[src/rtl/sort_pkg.sv]
`default_nettype none
// ============================================================================
//  Module      : sort_pkg
//  Description : Shared sort-path constants and streamer state encoding.
//  Revision    : 1.0  initial release
// ============================================================================
package sort_pkg;

  localparam int ELEM_W = 8;
  localparam int N_ELEM = 8;
  localparam int SET_W  = ELEM_W * N_ELEM;
  localparam int IDX_W  = $clog2(N_ELEM);

  // Streamer FSM: waiting for a set, or walking through its elements
  typedef enum logic [0:0] {
    IDLE   = 1'b0,
    STREAM = 1'b1
  } state_t;

endpackage
`default_nettype wire

[src/rtl/sort_streamer_if.sv]
`default_nettype none
// ============================================================================
//  Module      : sort_streamer_if
//  Description : Set-in / element-out handshake bundle of the sort streamer.
//                slave  = the streamer itself
//                master = its environment (sorter upstream, consumer down)
//  Revision    : 1.0  initial release
// ============================================================================
interface sort_streamer_if #(
  parameter int ELEM_W = 8,
  parameter int N_ELEM = 8
);

  localparam int SET_W = ELEM_W * N_ELEM;
  localparam int IDX_W = $clog2(N_ELEM);

  logic [SET_W-1:0]  setIn;
  logic              setValid;
  logic              setReady;
  logic [ELEM_W-1:0] elemOut;
  logic [IDX_W-1:0]  elemIdx;
  logic              elemValid;
  logic              elemReady;
  logic              elemLast;
  logic              orderErr;

  modport master (
    output setIn, setValid, elemReady,
    input  setReady, elemOut, elemIdx, elemValid, elemLast, orderErr
  );

  modport slave (
    input  setIn, setValid, elemReady,
    output setReady, elemOut, elemIdx, elemValid, elemLast, orderErr
  );

endinterface
`default_nettype wire

[src/rtl/sort_order_chk.sv]
`default_nettype none
// ============================================================================
//  Module      : sort_order_chk
//  Description : Combinational ordering check of one set. Bit i of the mask
//                flags element i smaller than element i-1; bit 0 is always 0.
//  Revision    : 1.0  initial release
// ============================================================================
module sort_order_chk #(
  parameter int ELEM_W = 8,
  parameter int N_ELEM = 8
) (
  input  wire logic [ELEM_W*N_ELEM-1:0] setIn,
  output logic      [N_ELEM-1:0]        mask
);

  // Element 0 has no predecessor in its set
  assign mask[0] = 1'b0;

  genvar gi;
  generate
    for (gi = 1; gi < N_ELEM; gi++) begin : g_cmp
      assign mask[gi] = setIn[gi*ELEM_W +: ELEM_W] < setIn[(gi-1)*ELEM_W +: ELEM_W];
    end
  endgenerate

endmodule
`default_nettype wire

[src/rtl/sort_streamer.sv]
`default_nettype none
// ============================================================================
//  Module      : sort_streamer
//  Description : Captures a sorted set and streams its elements one per
//                accepted handshake, back-to-back across sets.
//                Optional: define ORDER_CHECK_EN to flag out-of-order
//                elements on orderErr (otherwise orderErr is tied low).
//  Revision    : 1.0  initial release
// ============================================================================
module sort_streamer #(
  parameter int ELEM_W = sort_pkg::ELEM_W,
  parameter int N_ELEM = sort_pkg::N_ELEM
) (
  input wire logic       clk,
  input wire logic       rst,
  sort_streamer_if.slave bus
);

  import sort_pkg::*;

  localparam int SET_W = ELEM_W * N_ELEM;
  localparam int IDX_W = $clog2(N_ELEM);
  localparam logic [IDX_W-1:0] c_IDX_LAST = IDX_W'(N_ELEM - 1);

  state_t            r_state;
  state_t            w_state_nxt;
  logic [SET_W-1:0]  r_set;
  logic [ELEM_W-1:0] r_elem;
  logic [IDX_W-1:0]  r_idx;
  logic [IDX_W-1:0]  w_idx_nxt;
  logic              w_valid;
  logic              w_last;
  logic              w_set_ready;
  logic              w_accept;
  logic              w_advance;

  assign w_idx_nxt = r_idx + 1'b1;
  assign w_accept  = bus.setValid && w_set_ready;
  assign w_advance = w_valid && bus.elemReady && !w_last;

  // FSM state register
  always_ff @(posedge clk or posedge rst) begin
    if (rst) r_state <= IDLE;
    else     r_state <= w_state_nxt;
  end

  // Next state and handshake outputs; a new set may load on the last element
  always_comb begin
    w_state_nxt = r_state;
    w_valid     = 1'b0;
    w_last      = 1'b0;
    w_set_ready = 1'b0;
    case (r_state)
      IDLE: begin
        w_set_ready = 1'b1;
        if (bus.setValid) w_state_nxt = STREAM;
      end
      STREAM: begin
        w_valid     = 1'b1;
        w_last      = (r_idx == c_IDX_LAST);
        w_set_ready = w_last && bus.elemReady;
        if (w_last && bus.elemReady && !bus.setValid) w_state_nxt = IDLE;
      end
      default: w_state_nxt = IDLE;
    endcase
  end

  // Set capture, element index and registered element output
  always_ff @(posedge clk or posedge rst) begin
    if (rst) begin
      r_set  <= '0;
      r_elem <= '0;
      r_idx  <= '0;
    end else if (w_accept) begin
      r_set  <= bus.setIn;
      r_elem <= bus.setIn[ELEM_W-1:0];
      r_idx  <= '0;
    end else if (w_advance) begin
      r_elem <= r_set[int'(w_idx_nxt)*ELEM_W +: ELEM_W];
      r_idx  <= w_idx_nxt;
    end
  end

  assign bus.setReady  = w_set_ready;
  assign bus.elemOut   = r_elem;
  assign bus.elemIdx   = r_idx;
  assign bus.elemValid = w_valid;
  assign bus.elemLast  = w_last;

`ifdef ORDER_CHECK_EN
  logic [N_ELEM-1:0] w_mask;
  logic [N_ELEM-1:0] r_mask;

  sort_order_chk #(
    .ELEM_W (ELEM_W),
    .N_ELEM (N_ELEM)
  ) u_order_chk (
    .setIn (bus.setIn),
    .mask  (w_mask)
  );

  // Violation mask is frozen with the set it describes
  always_ff @(posedge clk or posedge rst) begin
    if (rst)           r_mask <= '0;
    else if (w_accept) r_mask <= w_mask;
  end

  assign bus.orderErr = r_mask[r_idx] && w_valid;
`else
  assign bus.orderErr = 1'b0;
`endif

endmodule
`default_nettype wire

[src/flat_wrapper.sv]
// flat-port wrapper written by rule: the top's interface ports become plain ports
module sort_streamer_flat import sort_pkg::*;
#(
  parameter int ELEM_W = sort_pkg::ELEM_W,
  parameter int N_ELEM = sort_pkg::N_ELEM
)
  (clk, rst, bus_setIn, bus_setValid, bus_elemReady, bus_setReady, bus_elemOut, bus_elemIdx, bus_elemValid, bus_elemLast, bus_orderErr);
  sort_streamer_if #(.ELEM_W(ELEM_W), .N_ELEM(N_ELEM)) bus_i ();
  input wire logic clk;
  input wire logic rst;
  input wire logic [$bits(bus_i.setIn)-1:0] bus_setIn;
  input wire logic [$bits(bus_i.setValid)-1:0] bus_setValid;
  input wire logic [$bits(bus_i.elemReady)-1:0] bus_elemReady;
  output wire logic [$bits(bus_i.setReady)-1:0] bus_setReady;
  output wire logic [$bits(bus_i.elemOut)-1:0] bus_elemOut;
  output wire logic [$bits(bus_i.elemIdx)-1:0] bus_elemIdx;
  output wire logic [$bits(bus_i.elemValid)-1:0] bus_elemValid;
  output wire logic [$bits(bus_i.elemLast)-1:0] bus_elemLast;
  output wire logic [$bits(bus_i.orderErr)-1:0] bus_orderErr;
  assign bus_i.setIn = bus_setIn;
  assign bus_i.setValid = bus_setValid;
  assign bus_i.elemReady = bus_elemReady;
  assign bus_setReady = bus_i.setReady;
  assign bus_elemOut = bus_i.elemOut;
  assign bus_elemIdx = bus_i.elemIdx;
  assign bus_elemValid = bus_i.elemValid;
  assign bus_elemLast = bus_i.elemLast;
  assign bus_orderErr = bus_i.orderErr;
  sort_streamer #(.ELEM_W(ELEM_W), .N_ELEM(N_ELEM)) u_core (.clk(clk), .rst(rst), .bus(bus_i));
endmodule
[config.mk]
export PLATFORM = sky130hd
export DESIGN_NAME = sort_streamer_flat
export DESIGN_NICKNAME = d
export VERILOG_FILES = /design/src/rtl/sort_pkg.sv /design/src/rtl/sort_streamer_if.sv /design/src/rtl/sort_order_chk.sv /design/src/rtl/sort_streamer.sv /design/src/flat_wrapper.sv
export SDC_FILE = /design/constraint.sdc
export NUM_CORES = 1
export LEC_CHECK = 0
export ABC_AREA = 0
export ABC_CLOCK_PERIOD_IN_PS = 2400
export CAP_MARGIN = 20
export CORE_MARGIN = 3
export CORE_UTILIZATION = 40
export CTS_BUF_LIST = sky130_fd_sc_hd__clkbuf_16
export CTS_CLUSTER_DIAMETER = 200
export DETAILED_ROUTE_END_ITERATION = 16
export PLACE_DENSITY = 0.68
export SLEW_MARGIN = 10
export SYNTH_ARGS = -nofsm -noshare
export SYNTH_HDL_FRONTEND = slang
export SYNTH_SLANG_ARGS = --single-unit
[constraint.sdc]
create_clock -name clk -period 2.4 [get_ports clk]
set_input_delay 0.48 -clock clk [delete_from_list [all_inputs] [get_ports clk]]
set_output_delay 0.48 -clock clk [all_outputs]
set_load 0.05 [all_outputs]
==> metrics.yaml <==
finalSetupViolCount: 0
synth.largest_area_cell: "dfrtp_1"
final.setup_skew_ns: 0.006361
synth_edf_count: 0
path_class: "flop to output pin"
initial_core_util: 0.4185
antenna_cells: 0
slowest_delay_ns: 0.87
finalHoldViolCount: 0
final_core_util: 0.5491
first_pass_iters: 4
synth_cells: 283
avgSynthCellArea_um2: 13.92
io_buffers: 81
core_region_area_um2: 9415
clk_latency_ns: 0.34
p_total_mw: 6.935
synthFlopType: "dfrtp_1"
vias: 2516
wl_per_cell_um: 17.44
rrSetupSlack_ns: 0.33
critical_path.cell_chain: "clkdlybuf4s50_1"
hold_path_class: "flop to flop"
status: "finished clean"
ant_nets: 0
slowest_stage: "clkdlybuf4s50_1"
fin_nets: 435
synthTopCellsByCount: "76 x dfrtp_1, 60 x mux2_4, 32 x mux2i_1"
synth_top_cell_area_share: 0.4827
critPathRequiredTime_ns: 1.92
drt_iter0_markers: 117
setup_slack_ns: 0.1969
gr-total-overflow: 0
min_from: "u_core.r_set[12]"
cts.htree.levels: 3
min_path_cells: 1
ys_top_cells_by_area: "dfrtp_1 48%, mux2_4 23%, mux2i_1 8.1%"
min_period_over_period: 0.9179
die-area_um2: 11080
max-slew-margin-rel: 0.5832
dp_hpwl_um: 6147
fin_tns_setup_ns: 0
path_max_fanout: 9
timing.fmax_ghz: 0.4539
drc_errors: 0
critPathCapture: "bus_elemValid"
wl_um: 8704
vdd_drop_max_v: 0.0007364
holdBufCountCts: 0
syn_area_um2: 3940
drive_above_1_share: 0.2676
ys_ff_latch: 76
pin_count: 83
leakage_nw: 2.446
antenna_found_initial: 0
die_h_um: 105.2
clkSlewWorstSetupHoldPaths_ns: 0.06
cts_buffers: 9
cts_setup_buffers: 0
crit_arrival_ns: 1.72
pre_cts_slack_ns: 0.3021
cap_viol_max_count: 0
cp-startpoint: "u_core.r_state"
avgViaCountPerCell: 5.042
ys_seq_area_frac: 0.4827
grt_first_pass_wirelength_um: 14310
r2r-end: "u_core.bus.elemOut[5]"
syn-num-nets: 353
reg2regPathDepth: 6
die_w_um: 105.2
cts_tree: "built"
path_depth: 1
area_growth_pct: 31.22
synth_cell_types: 31
grt_max_degree: 77
cts_root_buf: "clkbuf_16"
crit_path_start_kind: "flop"
yosysMostFrequentCell: "dfrtp_1"
drv_slew: 0
synth-async-reset-ratio: 1.000
grt.total_usage: 0.1658
cp_num_buf_inv: 1
clk_path_buf_depth: 2
yosysWarningCount: 0
rsz0062_at_grt: "false"
cts_resized: 0
row_count: 35
cp-end-kind: "output pin"
fin_crit_ns: 2.203
timing.rr.start: "u_core.bus.elemIdx[0]"
worst_slew_pin_slew_ns: 0.6252
powerDensity_nw_per_um2: 1341
cts_sinks: 76
grt_pass1_vias: 2712
gp_congestion: 0.8231
critical_path.top_delay_family: "buffers and inverters"
==> stage by stage <==
stage / cells / area, um^2 / hold WS [ns]
floorplan: 283 / 3944 / 0.4786
global placement: 483 / 4862 / 0.4906
detailed placement: 483 / 4862 / 0.4952
CTS: 499 / 5170 / 0.5100
global route: 499 / 5170 / 0.5193
finish: 499 / 5170 / 0.5116
==> cell usage in the layout, fill, tap and decap left out, types with 2 or more instances in the layout <==
master	n
a22o_1	3
a22oi_1	8
buf_12	6
buf_4	7
bufinv_16	2
clkbuf_16	9
clkdlybuf4s50_1	78
clkinv_2	3
dfrtp_1	75
ha_1	2
inv_1	2
mux2_2	5
mux2_4	60
mux2i_1	32
nand2_1	11
nand3_1	16
nor2_1	3
nor2b_1	10
o21ai_0	8
o21ai_1	8
o221ai_1	8
o2bb2ai_1	2
==> metal layers <==
layer	track usage	vias up	wire (um)
li1	-	1186	-
met1	0.2368	1236	3978
met2	0.2477	82	4075
met3	0.03429	12	509
met4	0.06279	0	141
met5	0	-	0
==> power by group <==
| group | total [mW] | switching (mW) | internal (mW) | leakage, nW |
|---|---|---|---|---|
| Combinational | 3.22 | 1.54 | 1.68 | 1.37 |
| Sequential | 2.31 | 0.387 | 1.92 | 0.920 |
| Clock | 1.41 | 0.512 | 0.897 | 0.158 |
| Total | 6.94 | 2.44 | 4.50 | 2.45 |
==> worst min-delay path by stage <==
stage,endpoint
2_1_floorplan,u_core.r_set[10]
3_3_place_gp,u_core.r_set[12]
3_5_place_dp,u_core.r_set[28]
4_1_cts,u_core.r_set[8]
5_1_grt,u_core.r_set[12]
6_report,u_core.r_set[12]
==> sequential cells by signal, indices dropped and copies added (netlist names) <==
signal,flops
u_core.r_state,1
u_core.bus.elemIdx,3
u_core.r_set,64
u_core.bus.elemOut,8
==> cell type report <==
class                   count  area [um^2]
multi-input cells         185         1833
repair buffers             91        953.4
inverters                   2        11.26
flip-flops and latches     76         1903
clock buffers               9        225.2
well taps                 129        161.4
clock inverters             7        82.58
fillers                   812         4245
==> kinds of logic after synthesis <==
group | Yosys count | share of synthesized area
buffers and inverters | 22 | 0.05208
AND/OR/NAND/NOR | 47 | 0.06638
flip-flops | 76 | 0.4827
adder cells (fa/ha/maj) | 2 | 0.006350
other | 1 | 0.0009518
AO/OA/AOI/OAI | 38 | 0.06733
multiplexers | 97 | 0.3242
(Power assumes the default switching activity.)
